File: src/rtl/struct_stream_fifo.sv
// struct_stream_fifo: valid/ready FIFO carrying packed records of DATA_W bits.
// Define STRUCT_STREAM_FIFO_DEDUP_EN to drop pushes that repeat the last stored record.
module struct_stream_fifo #(
  parameter int DATA_W = 96,
  parameter int DEPTH  = 4
) (
  input  logic                     clk,
  input  logic                     rst_n,
  input  logic                     in_valid,
  input  logic [DATA_W-1:0]        in_data,
  output logic                     in_ready,
  output logic                     out_valid,
  output logic [DATA_W-1:0]        out_data,
  input  logic                     out_ready,
  output logic [$clog2(DEPTH):0]   count,
  output logic [7:0]               drop_cnt
);

  localparam int AW = $clog2(DEPTH);
  localparam int CW = AW + 1;
  localparam logic [CW-1:0] FULL_CNT = CW'(DEPTH);

  typedef enum logic [1:0] {EMPTY, PARTIAL, FULL} fill_state_t;

  fill_state_t       state_q, state_d;
  logic [DATA_W-1:0] storage [DEPTH];
  logic [AW-1:0]     wr_ptr, rd_ptr;
  logic [CW-1:0]     count_q, count_d;
  logic              push, pop, store;

  // Handshake flags come only from registered state, so out_ready never reaches in_ready.
  assign in_ready  = (state_q != FULL);
  assign out_valid = (state_q != EMPTY);
  assign out_data  = out_valid ? storage[rd_ptr] : '0;
  assign count     = count_q;
  assign push      = in_valid && in_ready;
  assign pop       = out_valid && out_ready;

`ifdef STRUCT_STREAM_FIFO_DEDUP_EN
  logic [DATA_W-1:0] last_q;
  logic              hist_valid_q;
  logic [7:0]        drop_q;
  logic              dup;

  // A duplicate is still handshaken, just not written; history follows stores, not pops.
  assign dup   = hist_valid_q && (in_data == last_q);
  assign store = push && !dup;

  always_ff @(posedge clk or negedge rst_n) begin
    if (!rst_n) begin
      last_q       <= '0;
      hist_valid_q <= 1'b0;
      drop_q       <= '0;
    end else begin
      if (store) begin
        last_q       <= in_data;
        hist_valid_q <= 1'b1;
      end
      if (push && dup && (drop_q != 8'hFF)) drop_q <= drop_q + 8'd1;
    end
  end

  assign drop_cnt = drop_q;
`else
  assign store    = push;
  assign drop_cnt = '0;
`endif

  always_comb begin
    count_d = count_q;
    state_d = PARTIAL;
    if (store && !pop)
      count_d = count_q + CW'(1);
    else if (!store && pop)
      count_d = count_q - CW'(1);
    if (count_d == '0)
      state_d = EMPTY;
    else if (count_d == FULL_CNT)
      state_d = FULL;
  end

  always_ff @(posedge clk or negedge rst_n) begin
    if (!rst_n) begin
      state_q <= EMPTY;
      count_q <= '0;
      wr_ptr  <= '0;
      rd_ptr  <= '0;
    end else begin
      state_q <= state_d;
      count_q <= count_d;
      if (store) wr_ptr <= wr_ptr + AW'(1);
      if (pop)   rd_ptr <= rd_ptr + AW'(1);
    end
  end

  // Storage is not reset; pointers and count alone decide what is valid.
  always_ff @(posedge clk) begin
    if (store) storage[wr_ptr] <= in_data;
  end

endmodule

File: config.mk
export PLATFORM = sky130hd
export DESIGN_NAME = struct_stream_fifo
export DESIGN_NICKNAME = d
export VERILOG_FILES = /design/src/rtl/struct_stream_fifo.sv
export SDC_FILE = /design/constraint.sdc
export NUM_CORES = 1
export LEC_CHECK = 0
export BUFFER_PORTS_ARGS = -buffer_cell sky130_fd_sc_hd__buf_2
export CORE_MARGIN = 2
export CORE_UTILIZATION = 40
export CTS_BUF_LIST = sky130_fd_sc_hd__clkbuf_4 sky130_fd_sc_hd__clkbuf_8
export CTS_CLUSTER_DIAMETER = 30
export CTS_CLUSTER_SIZE = 40
export DETAILED_ROUTE_END_ITERATION = 7
export HOLD_SLACK_MARGIN = 0.12
export PLACE_DENSITY = 0.6
export SETUP_SLACK_MARGIN = 0.3
export SLEW_MARGIN = 20
export SYNTH_ARGS = -nofsm -noshare
export SYNTH_HDL_FRONTEND = slang
export SYNTH_SLANG_ARGS = --single-unit
File: constraint.sdc
create_clock -name clk -period 8.1 [get_ports clk]
set_input_delay 1.62 -clock clk [delete_from_list [all_inputs] [get_ports clk]]
set_output_delay 1.62 -clock clk [all_outputs]
set_load 0.01 [all_outputs]
==> results of run 1 <==
-- registers in the layout (all words and copies together), names as in the netlist --
register / flops
state_q: 2
count: 3
wr_ptr: 2
rd_ptr: 2
storage: 384
-- logic make-up (layout without fill, tap and decap cells) --
family,after synthesis,after routing,share of synthesized area [%]
compound gates,11,11,0.4564
buf+inv,46,364,1.734
other cells,1,9,0.02487
mux,96,96,14.34
fa+ha+maj,6,6,0.4980
simple gates,114,114,4.673
flops,393,393,77.98
xor+xnor,5,5,0.2905
-- metrics by stage --
| step | cells | setup WS, ns |
|---|---|---|
| after CTS | 1507 | 3.244 |
| after floorplan | 679 | 3.580 |
| after detailed placement | 1357 | 3.939 |
| after global routing | 1508 | 3.134 |
| final | 1509 | 3.390 |
| after global placement | 1357 | 3.958 |
-- layout by cell type, fill, tap and decap left out, types with 2 or more instances in the layout --
cell / count
a21boi_0: 2
and2_1: 97
and3_4: 4
buf_2: 200
buf_4: 8
bufinv_16: 16
clkbuf_4: 5
clkbuf_8: 84
clkinv_1: 8
clkinv_2: 9
clkinv_4: 9
clkinvlp_4: 11
conb_1: 8
dfrtp_1: 7
dfrtp_4: 2
edfxtp_1: 384
ha_1: 6
inv_1: 4
inv_6: 6
inv_8: 2
mux4_2: 96
nand2_1: 6
nand3_1: 2
o21ai_0: 5
o221ai_1: 2
xnor2_1: 4
-- per-layer routing --
layer	global-route usage, %	vias to the layer above
met4	5.876	6
li1	-	3263
met1	18.90	3785
met5	0	-
met3	6.438	56
met2	26.71	206
-- report_power, final --
group,switching (uW),total (uW),leakage (uW),internal (uW)
sequential,163,2840,0.00363,2680
clock,933,2470,0.000979,1540
combinational,1080,2060,0.00191,983
total,2180,7370,0.00651,5200
-- worst max-delay path by stage --
stage / from / to / depth (start not counted)
floorplan: in_valid / storage[0][0] / 2
global placement: rd_ptr[1] / out_data[56] / 4
detailed placement: rd_ptr[1] / out_data[1] / 4
CTS: rd_ptr[0] / out_data[1] / 4
finish: rd_ptr[1] / out_data[1] / 4
global route: rd_ptr[0] / out_data[0] / 4
-- final cells by class --
| type | instances | area [um^2] | area share, % |
|---|---|---|---|
| well taps | 511 | 639.4 | 3.437 |
| flip-flops and latches | 393 | 11760 | 63.24 |
| repair buffers | 209 | 1089 | 5.851 |
| diodes | 1 | 2.502 | 0.01345 |
| inverters | 5 | 18.77 | 0.1009 |
| multi-input cells | 240 | 3104 | 16.69 |
| clock inverters | 61 | 792.0 | 4.257 |
| clock buffers | 89 | 1194 | 6.416 |
==> reports/metrics.yaml, run 1 <==
yosys_warnings: 0
worstHoldEndpoint: "count[2]"
path_delay_family: "buffers and inverters"
synth.top_cell.area_share_pct: 76.49
fin_util_pct: 49.74
crit_buf_inv: 2
synth_edf_count: 384
numCtsBuffers: 83
hold_ws_ns: 0.4917
via_per_inst: 4.848
ys_ff_latch: 393
dpl.hpwl_mm: 16.40
regToRegSetupSlack_ns: 5.50
cp_data_arrival_time_ns: 3.09
grt_pass1_vias: 8106
finalSetupTns_ns: 0
slew_headroom_pct: 30.74
power_density_mw_per_mm2: 396.4
worst_pin_slew_ns: 1.039
ant_nets: 0
wl_per_cell_um: 20.34
die-area_mm2: 0.03926
num_vias: 7316
drt_iter0_markers: 284
skew_ns: 0.02870
dr.pass1.iters: 4
postCtsResizedCells: 0
max_freq_ghz: 0.2123
start_util_pct: 40.31
crit_path_max_incr_delay_ns: 0.91
critical_path_class: "flop to output port"
cts_root_buffer: "clkbuf_8"
syn_to_final_growth_pct: 23.40
worstRegToRegCells: 3
synth_top_area_cell: "edfxtp_1"
drc: 0
hold_class: "flop to flop"
critical_path.cell_chain: "buf_4 > mux4_2 > and2_1 > buf_2"
die_height_um: 198.1
yosys-top-cells-area: "edfxtp_1 (76%), mux4_2 (14%), and2_1 (4.0%)"
track_usage_pct: 16.08
cts_setup_buffers: 0
rsz0062_at_grt: "no"
cts.reportedPaths.clkPinSlew_ns: 0.05
overflow: 0
cp-start-kind: "flop"
htreeDepth: 3
rows: 71
cts_sinks: 393
status: "complete, no violations"
leakagePower_uw: 0.006515
routed.top_layer: "met5"
hold_viol_final: 0
post-synth-top-count-cell: "edfxtp_1"
port_buffers: 200
clockBufferDepth: 3
fillCellCount: 3036
drive_gt1_share_pct: 45.74
fin_crit_sh_pct: 58.14
drv_cap: 0
grt_pass1_wl_mm: 46.51
wl_met2_mm: 15.09
worstHoldStart: "count[2]"
worstHoldPathCells: 1
clock_latency_ns: 0.63
wl_met1_mm: 12.71
synth_area_mm2: 0.01508
min_period_ns: 4.710
io_pins: 209
critPathCaptureType: "output port"
cts_tree: "yes"
dr_wl_met3_mm: 2.260
grt_max_degree: 100
ctsHoldBuffers: 0
syn_avg_cell_area_um2: 22.43
critical_path_required_ns: 6.48
max-vdd-ir-drop_mv: 0.2730
async_flop_share_pct: 2.290
core_mm2: 0.03740
finalSetupViolCount: 0
ys_types: 28
gp_congestion: 0.6635
netlist_instances: 672
power_uw: 7374
die_w_um: 198.1
final_cell_area_mm2: 0.01860
wl_mm: 30.69
critPathMaxFanout: 52
r2r_start: "state_q[0]"
ys_seq_area_share_pct: 77.98
antenna_found_initial: 4
yosys-top-cells-count: "edfxtp_1 (384), and2_1 (97), mux4_2 (96), clkbuf_1 (15), buf_2 (13)"
r2r_end: "storage[1][63]"
nets: 1038
crit_slowest_cell: "dfrtp_4"
slew_violations: 0
synth_ff_type: "edfxtp_1"
post_dp_cell_area_mm2: 0.01659
Note: power is estimated with default switching activity, not from simulation.
==> run 2: changes to the inputs <==
--- a/config.mk
+++ b/config.mk
@@ -5,6 +5,7 @@
 export SDC_FILE = /design/constraint.sdc
 export NUM_CORES = 1
 export LEC_CHECK = 0
+export ABC_AREA = 1
 export BUFFER_PORTS_ARGS = -buffer_cell sky130_fd_sc_hd__buf_2
 export CORE_MARGIN = 2
 export CORE_UTILIZATION = 40
==> constraint.sdc (replaced) <==
create_clock -name clk -period 4.9 [get_ports clk]
set_input_delay 0.98 -clock clk [delete_from_list [all_inputs] [get_ports clk]]
set_output_delay 0.98 -clock clk [all_outputs]
set_load 0.01 [all_outputs]
==> run 2 against run 1 <==
- core utilization is 0.89 points lower
- via count is 35% higher
- area after synthesis is 2.4% higher
- critical endpoint is now out_data[92]
- die area is 2.4% higher
- power is 62% higher
- critical path depth is 2 higher
- combinational power is 97% higher
- non-clock buffer count is 4 higher
- register-to-register slack worse by 2.7 ns
- worst setup slack worse by 2.6 ns
- synthesized cell count is 81% higher
- wire length is 15% higher
==> reports/metrics.yaml, run 2 <==
cp-start-kind: "flop"
wl_per_cell_um: 17.44
skew_ns: 0.02117
critical_path_required_ns: 3.92
yosys_warnings: 0
yosys-top-cells-count: "nor2_1 (390), edfxtp_1 (384), o21ai_0 (189), a21oi_1 (98), buf_4 (28)"
synth-adder-area-share_pct: 0.4862
ys_seq_area_share_pct: 76.14
yosys-top-cells-area: "edfxtp_1 (75%), nor2_1 (9.5%), o21ai_0 (6.1%)"
async_flop_share_pct: 2.290
power_density_mw_per_mm2: 647.0
cts_sinks: 393
worst_pin_slew_ns: 0.9530
layout_common_cells: "nor2_1 (386), edfxtp_1 (384), buf_2 (200), o21ai_0 (189), a21oi_1 (98)"
synth_compound_area_share_pct: 9.432
crit_slowest_cell: "dfrtp_4"
numCtsBuffers: 85
syn_to_final_growth_pct: 19.72
critical_path_class: "flop to output port"
crit_buf_inv: 3
clock_latency_ns: 0.62
fillCellCount: 3414
regMostFlops: "storage"
ant_nets: 0
hold_viol_final: 0
core_mm2: 0.03784
worstRegToRegCells: 4
rows: 71
ctsHoldBuffers: 0
dr_wl_met3_mm: 2.432
ys_types: 21
power_uw: 11960
routed.top_layer: "met5"
nets: 1544
cts_tree: "yes"
grt_max_degree: 115
num_vias: 9843
grt_pass1_wl_mm: 54.74
synth.top_cell.area_share_pct: 74.68
final_common_cell: "nor2_1"
finalSetupViolCount: 0
largest_register_ffs: 384
postCtsResizedCells: 0
port_buffers: 200
dpl.hpwl_mm: 18.06
synth_mux_area_share_pct: 0
die_w_um: 200.5
status: "complete, no violations"
track_usage_pct: 17.55
die_height_um: 200.5
drc: 0
place_inst: 1862
drt_iter0_markers: 520
hold_class: "primary input to async pin"
netlist_instances: 1213
start_util_pct: 40.80
crit_path_max_incr_delay_ns: 0.94
final_cells: 2018
min_period_ns: 4.109
fin_crit_sh_pct: 83.85
cts.reportedPaths.clkPinSlew_ns: 0.05
synth_top_area_cell: "edfxtp_1"
post-synth-top-count-cell: "nor2_1"
max_freq_ghz: 0.2434
drv_cap: 0
synth_edf_count: 384
synth_ff_type: "edfxtp_1"
ys_ff_latch: 393
slew_headroom_pct: 36.46
max-vdd-ir-drop_mv: 0.4765
synth_top_family_by_area: "simple AND/OR/NAND/NOR gates"
wl_met2_mm: 17.02
htreeDepth: 3
die-area_mm2: 0.04019
final_cell_area_mm2: 0.01849
synth-simple-area-share_pct: 10.23
drive_gt1_share_pct: 24.14
synth_xor_area_share_pct: 0.2269
overflow: 0
cts_setup_buffers: 0
leakagePower_uw: 0.006650
finalSetupTns_ns: 0
cp_data_arrival_time_ns: 3.13
dr.pass1.iters: 5
cts_root_buffer: "clkbuf_8"
path_delay_family: "buffers and inverters"
wl_met1_mm: 14.89
post_dp_cell_area_mm2: 0.01687
syn_avg_cell_area_um2: 12.73
gp_congestion: 0.7575
critical_path.cell_chain: "clkinv_2 > buf_4 > nor2_1 > o21ai_0 > a21oi_1 > buf_2"
via_per_inst: 4.878
slew_violations: 0
grt_pass1_vias: 10030
io_pins: 209
wl_mm: 35.19
critPathMaxFanout: 55
critPathCaptureType: "output port"
rsz0062_at_grt: "no"
critical_path_depth: 6
synth_area_mm2: 0.01544
clockBufferDepth: 3
antenna_found_initial: 4
[run 2: cell types whose count changed after synthesis, moves of 8 or more]
cell	previous run	this run
o21ai_0	5	189
mux4_2	96	0
clkbuf_2	0	16
nor2_1	1	390
a21oi_1	0	98
nand2_1	6	17
buf_4	9	28
and2_1	97	0
buf_2	13	21
inv_1	4	16
[run 2: metrics by stage]
step	worst slack, ns	hold WS [ns]	util (%)
2_1_floorplan	-0.7411	0.5796	-
4_1_cts	0.7237	0.1758	48.83
6_report	0.7913	0.2281	48.85
5_1_grt	0.5769	0.1997	48.84
3_3_place_gp	1.449	0.5993	44.57
3_5_place_dp	1.407	0.5945	44.57
[run 2: worst reg2reg max path, cell delays in order, from the launching register on]
cell	delay (ns)
dfrtp_1	0.42
nand2_1	0.12
nand2_2	0.19
nor2_4	0.15
buf_4	0.72
[run 2: routing by layer]
metal | GRT usage, % | vias up
li1 | - | 4736
met1 | 21.51 | 4749
met2 | 29.43 | 295
met3 | 4.870 | 59
met4 | 7.169 | 4
met5 | 0 | -
[run 2: area by class of cell]
class	count	area (um^2)	area share [%]
clock buffers	98	1280	6.924
inverters	20	78.83	0.4264
well taps	511	639.4	3.459
diodes	3	7.507	0.04061
flip-flops and latches	393	11760	63.63
multi-input cells	725	3212	17.37
clock inverters	55	331.6	1.794
repair buffers	213	1174	6.349
[run 2: power by group]
group          total, uW  internal [uW]  switching [uW]
logic               4050           1310            2740
clock network       3250           1810            1440
registers           4660           4420             237
[run 2: kinds of logic after synthesis]
group	Yosys count
flip-flops	393
buffers and inverters	102
other	1
adder cells (fa/ha/maj)	6
AO/OA/AOI/OAI	291
XOR/XNOR	4
AND/OR/NAND/NOR	416
[run 2: path summary, 6_finish.rpt]
| kind | start | endpoint | slack [ns] |
|---|---|---|---|
| min | rst_n | count[0] | 0.23 |
| max in group asynchronous | rst_n | rd_ptr[1] | 4.46 |
| max | rd_ptr[1] | out_data[92] | 0.79 |
| max reg2reg | state_q[1] | storage[1][55] | 2.85 |
| min in group clk | in_data[37] | storage[1][37] | 0.58 |
| min reg2reg | count[0] | count[0] | 0.60 |
